[src/rtl/cnn_fmap_feeder.sv]
// Window feeder for the CI accumulator: serially loads one kernel's weights, then
// slides a KY x KX window over a row-major CI-channel pixel stream (stride 1, no padding).
module cnn_fmap_feeder #(
  parameter int CI     = 4,
  parameter int KX     = 3,
  parameter int KY     = 3,
  parameter int I_F_BW = 8,
  parameter int W_BW   = 8,
  parameter int IMG_W  = 16,
  parameter int IMG_H  = 16
) (
  input  logic                         clk,
  input  logic                         reset_n,
  input  logic                         soft_reset_i,
  input  logic                         start_i,
  input  logic                         w_valid_i,
  input  logic [W_BW-1:0]              w_data_i,
  output logic                         w_ready_o,
  input  logic                         px_valid_i,
  input  logic [CI*I_F_BW-1:0]         px_data_i,
  output logic                         px_ready_o,
  output logic                         ot_valid_o,
  output logic [CI*KX*KY*W_BW-1:0]     ot_weight_o,
  output logic [CI*KX*KY*I_F_BW-1:0]   ot_fmap_o,
  output logic                         busy_o,
  output logic                         done_o
);

  localparam int NE  = CI * KY * KX;
  localparam int PB  = CI * I_F_BW;
  localparam int WCW = (NE > 1) ? $clog2(NE) : 1;
  localparam int CW  = (IMG_W > 1) ? $clog2(IMG_W) : 1;
  localparam int RW  = (IMG_H > 1) ? $clog2(IMG_H) : 1;

  localparam logic [WCW-1:0] W_LAST  = WCW'(NE - 1);
  localparam logic [CW-1:0]  C_LAST  = CW'(IMG_W - 1);
  localparam logic [CW-1:0]  C_FIRST = CW'(KX - 1);
  localparam logic [RW-1:0]  R_LAST  = RW'(IMG_H - 1);
  localparam logic [RW-1:0]  R_FIRST = RW'(KY - 1);

  localparam logic [1:0] S_IDLE   = 2'd0;
  localparam logic [1:0] S_LOAD_W = 2'd1;
  localparam logic [1:0] S_RUN    = 2'd2;

  logic [1:0]                 state_reg;
  logic [WCW-1:0]             w_cnt_reg;
  logic [CW-1:0]              col_reg;
  logic [RW-1:0]              row_reg;
  logic                       ot_valid_reg;
  logic                       done_reg;
  logic [NE*I_F_BW-1:0]       ot_fmap_reg;
  logic [NE*W_BW-1:0]         ot_weight_reg;

  // lb[j][c] holds the pixel at column c of row (r - (KY-1) + j), r being the current row.
  logic [PB-1:0] lb [KY-1][IMG_W];
  logic [PB-1:0] win [KY][KX];
  logic [PB-1:0] win_next [KY][KX];
  logic [PB-1:0] col_in [KY];
  logic [NE*I_F_BW-1:0] win_flat;

  logic w_acc, px_acc, win_emit, last_px;

  assign w_acc    = w_valid_i && (state_reg == S_LOAD_W);
  assign px_acc   = px_valid_i && (state_reg == S_RUN);
  assign win_emit = px_acc && (row_reg >= R_FIRST) && (col_reg >= C_FIRST);
  assign last_px  = px_acc && (row_reg == R_LAST) && (col_reg == C_LAST);

  genvar gi, gj, gk;
  generate
    for (gi = 0; gi < KY; gi++) begin : g_col_in
      if (gi < KY - 1) begin : g_lb
        assign col_in[gi] = lb[gi][col_reg];
      end else begin : g_px
        assign col_in[gi] = px_data_i;
      end
      for (gj = 0; gj < KX; gj++) begin : g_shift
        if (gj < KX - 1) begin : g_mid
          assign win_next[gi][gj] = win[gi][gj+1];
        end else begin : g_new
          assign win_next[gi][gj] = col_in[gi];
        end
      end
    end
    for (gk = 0; gk < CI; gk++) begin : g_pack_ci
      for (gi = 0; gi < KY; gi++) begin : g_pack_ky
        for (gj = 0; gj < KX; gj++) begin : g_pack_kx
          assign win_flat[((gk*KY+gi)*KX+gj)*I_F_BW +: I_F_BW] =
            win_next[gi][gj][gk*I_F_BW +: I_F_BW];
        end
      end
    end
  endgenerate

  // Storage only; its contents are meaningless until a row has been refilled.
  always_ff @(posedge clk) begin
    if (px_acc) begin
      for (int j = 0; j < KY - 1; j++) begin
        lb[j][col_reg] <= col_in[j+1];
      end
      win <= win_next;
    end
  end

  always_ff @(posedge clk or negedge reset_n) begin
    if (!reset_n) begin
      state_reg     <= S_IDLE;
      w_cnt_reg     <= '0;
      col_reg       <= '0;
      row_reg       <= '0;
      ot_valid_reg  <= 1'b0;
      done_reg      <= 1'b0;
      ot_fmap_reg   <= '0;
      ot_weight_reg <= '0;
    end else if (soft_reset_i) begin
      state_reg     <= S_IDLE;
      w_cnt_reg     <= '0;
      col_reg       <= '0;
      row_reg       <= '0;
      ot_valid_reg  <= 1'b0;
      done_reg      <= 1'b0;
      ot_fmap_reg   <= '0;
      ot_weight_reg <= '0;
    end else begin
      ot_valid_reg <= win_emit;
      done_reg     <= last_px;
      if (win_emit) ot_fmap_reg <= win_flat;
      case (state_reg)
        S_IDLE: begin
          if (start_i) begin
            state_reg <= S_LOAD_W;
            w_cnt_reg <= '0;
            col_reg   <= '0;
            row_reg   <= '0;
          end
        end
        S_LOAD_W: begin
          if (w_acc) begin
            ot_weight_reg[w_cnt_reg*W_BW +: W_BW] <= w_data_i;
            if (w_cnt_reg == W_LAST) begin
              w_cnt_reg <= '0;
              state_reg <= S_RUN;
            end else begin
              w_cnt_reg <= w_cnt_reg + 1'b1;
            end
          end
        end
        S_RUN: begin
          if (px_acc) begin
            if (col_reg == C_LAST) begin
              col_reg <= '0;
              if (row_reg == R_LAST) begin
                row_reg   <= '0;
                state_reg <= S_IDLE;
              end else begin
                row_reg <= row_reg + 1'b1;
              end
            end else begin
              col_reg <= col_reg + 1'b1;
            end
          end
        end
        default: state_reg <= S_IDLE;
      endcase
    end
  end

  assign w_ready_o   = (state_reg == S_LOAD_W);
  assign px_ready_o  = (state_reg == S_RUN);
  assign busy_o      = (state_reg != S_IDLE);
  assign done_o      = done_reg;
  assign ot_valid_o  = ot_valid_reg;
  assign ot_fmap_o   = ot_fmap_reg;
  assign ot_weight_o = ot_weight_reg;

endmodule

[config.mk]
export PLATFORM = sky130hd
export DESIGN_NAME = cnn_fmap_feeder
export DESIGN_NICKNAME = d
export VERILOG_FILES = /design/src/rtl/cnn_fmap_feeder.sv
export SDC_FILE = /design/constraint.sdc
export NUM_CORES = 2
export LEC_CHECK = 0
export CORE_ASPECT_RATIO = 0.75
export CORE_MARGIN = 5
export CORE_UTILIZATION = 40
export DETAILED_ROUTE_END_ITERATION = 10
export PLACE_DENSITY = 0.66
export SLEW_MARGIN = 20
export SYNTH_ARGS = -nofsm -noshare
export SYNTH_HDL_FRONTEND = slang
export SYNTH_SLANG_ARGS = --single-unit
[constraint.sdc]
create_clock -name clk -period 15.7 [get_ports clk]
set_input_delay 3.14 -clock clk [delete_from_list [all_inputs] [get_ports clk]]
set_output_delay 3.14 -clock clk [all_outputs]
set_load 0.03 [all_outputs]
==> run_results.csv <==
group,metric,value,unit
run_status,status,"complete, no violations",
clock_tree,cts_buffer_depth,3,
die,die_width,488,um
setup_path,r2r_start,"state_reg[1]$_DFFE_PN0P_",
clock_tree,tritoncts,"yes",
synth,synth-edff-count,1216,
sta,rsz0062_at_grt,"no",
layout,largest_reg_flops,1024,
routing,vias_per_cell,5.44,
clock_tree,cts-buffers-inserted,174,
synth,yosysWarnings,0,
clock_tree,cts.htree.levels,4,
sta,hold_viol_final,0,
layout,utilization,49.0,%
clock_tree,cts_setup_buffers,0,
sta,drv_slew,0,
setup_path,r2r-end,"lb[0][932]$_DFFE_PP_",
synth,synth_nets,4301,
sta,worst_pin_slew,1.13,ns
setup_path,cp-startpoint,"state_reg[1]$_DFFE_PN0P_",
synth,synth-seq-cells,1810,
placement,pre_cts_slack,8.76,ns
die,core,0.170,mm^2
layout,top_register,"lb",
sta,finClkSkew,0.0411,ns
power,cellPowerDensity,117,mW/mm^2
placement,io_buffers,626,
setup_path,endpoint_kind,"primary output",
global_routing,grt_pass1_vias,39752,
sta,slew_headroom,23.4,%
die,die_y,368,um
layout,nets,4919,
synth,synth_async_sr_flop_share,32.8,%
synth,ys_types,71,
synth,ys_seq_area_share,75.0,%
placement,place_congestion,0.845,
power,total_leakage_power,0.0290,uW
global_routing,grt_util_met3,4.13,%
global_routing,grt_pass1_wl,266000,um
global_routing,use_met1,27.5,%
routing,post_drt_wl_per_cell,24.5,um
clock_tree,path_clk_slew,0.07,ns
sta,fmax,160,MHz
clock_tree,holdBufCountCts,0,
die,start_util,40.3,%
synth,syn_inst,4246,
flow_run,cap_violations,0,
routing,routed-via-count,39546,
setup_path,startpoint_type,"register",
clock_tree,cts_root_buffer,"clkbuf_16",
die,num_rows,131,
synth,syn-cell-area,0.0685,mm^2
routing,drc_errors,0,
sta,setup_ws,9.46,ns
global_routing,grt_start_max_net_pins,163,
setup_path,arrival,3.10,ns
clock_tree,clock_latency,0.81,ns
routing,drtPass1Iterations,5,
setup_path,critPathMaxFanout,12,
layout,synthToLayoutAreaGrowth,21.7,%
layout,final_cells,7272,
placement,dp_hpwl,110000,um
routing,postRouteWirelength,178000,um
global_routing,busiest_layer,"met2",
synth,ys.flop_type,"edfxtp_1",
setup_path,rrSetupSlack,10.86,ns
routing,drt_iter0_markers,3749,
global_routing,grt.overflow.total,0,
placement,dp.cells,6947,
power,power,9720,uW
power,peakVddDrop,0.110,mV
die,die_area,0.180,mm^2
global_routing,gr-usage-all-layers,19.5,%
clock_tree,cts_resized,0,
synth,syn_area_per_cell,16.1,um^2
sta,setup_violations,0,
layout,drive_gt1_share,13.6,%
sta,tns,0,ns
clock_tree,cts.sinks,1810,
global_routing,gr-usage-met2,31.5,%
setup_path,reg2reg_depth,6,
setup_path,cp.required,12.56,ns
setup_path,critical_path.endpoint,"px_ready_o",
setup_path,critical_path_class,"register to primary output",
sta,fin_crit_sh,39.7,%
routing,antenna_left,0,
sta,post-route-min-period,6.24,ns
hold_path,hold_class,"register to register",
global_routing,antenna_found_initial,13,
die,io_pins,627,
==> per-stage QoR <==
step | hold slack [ns] | instance area, um^2
3_3_place_gp | 0.431 | 77400
3_5_place_dp | 0.432 | 77400
6_report | 0.445 | 83400
4_1_cts | 0.445 | 83300
5_1_grt | 0.451 | 83400
2_1_floorplan | 0.426 | 68500
==> worst max-delay path, cell delays in order (launching register included) <==
cell	delay (ns)
dfrtp_1	0.62
nor2b_1	0.86
clkdlybuf4s50_1	0.83
==> cell usage after synthesis (22+ instances only) <==
master    count  area [um^2]
edfxtp_1   1216        36500
nand2_1     769         2890
dfrtp_1     594        14900
a21oi_1     319         1600
mux4_2      256         5770
clkbuf_1    206          773
nor2_1      146          548
mux2i_1     136         1360
a22oi_1     129          968
nand3_1      72          360
o21ai_0      69          345
a22o_1       53          464
buf_2        31          155
buf_1        22         82.6
==> layout make-up <==
type                       count  area, um^2
clock buffer                 233        4890
clock inverter                89        1060
tap                         2261        2830
timing repair buffer         704        6930
inverter                      19        80.1
antenna                        1        2.50
multi-input combinational   2155       16200
sequential                  1810       51400
fill                       14148       86700
==> kinds of logic (layout without fill, tap and decap cells) <==
family / count (synthesis) / count (layout) / share of synthesized area, %
compound gates: 641 / 641 / 5.86
xor+xnor: 4 / 4 / 0.0511
fa+ha+maj: 9 / 9 / 0.164
buf+inv: 281 / 1045 / 1.62
flops: 1810 / 1810 / 75.0
mux: 401 / 401 / 10.6
other cells: 0 / 1 / 0
simple gates: 1100 / 1100 / 6.78
==> cell usage in the layout (no fill, tap or decap), types with 5 or more instances in the layout <==
cell and count:
mux2i_1 136, ha_1 9, clkinvlp_4 5, o211ai_1 9, clkinv_16 8, nor2_4 17
clkinv_2 29, o31ai_1 18, edfxtp_1 1216, a22o_1 53, a31o_2 9, dfrtp_1 592
nor3_1 13, nor2_1 129, clkbuf_16 176, nor4_1 8, buf_4 70, nor2b_1 11
o21a_1 7, nand2b_1 10, nand3_1 72, clkbuf_1 30, clkdlybuf4s50_1 624, clkinv_1 22
a22oi_1 129, clkbuf_8 27, nor3b_1 11, nand4_1 10, mux2_2 8, a21oi_1 319
or2_2 5, or3_1 11, o21ai_0 69, and3_1 7, nand2_1 769, inv_1 17
mux4_2 256, bufinv_16 13
==> power by group <==
| group | internal, uW | switching, uW | total (uW) |
|---|---|---|---|
| Clock | 2430 | 1870 | 4300 |
| Combinational | 75.7 | 215 | 290 |
| Sequential | 5120 | 11.9 | 5130 |
==> routing by layer <==
layer / share of wire, % / routed length [um]
met5: 0.023 / 41
met4: 2.1 / 3720
met3: 7.0 / 12400
met2: 48 / 85800
met1: 43 / 76300
==> worst min-delay path by stage <==
stage / startpoint / end / slack [ns] / cells past startpoint
6_report: win[5]$_DFFE_PP_ / win[37]$_DFFE_PP_ / 0.44 / 0
4_1_cts: win[193]$_DFFE_PP_ / win[225]$_DFFE_PP_ / 0.44 / 0
2_1_floorplan: win[96]$_DFFE_PP_ / win[128]$_DFFE_PP_ / 0.43 / 0
3_3_place_gp: win[19]$_DFFE_PP_ / win[51]$_DFFE_PP_ / 0.43 / 0
5_1_grt: win[5]$_DFFE_PP_ / win[37]$_DFFE_PP_ / 0.45 / 0
3_5_place_dp: win[0]$_DFFE_PP_ / win[32]$_DFFE_PP_ / 0.43 / 0
Power figures use the tool's default switching activity.
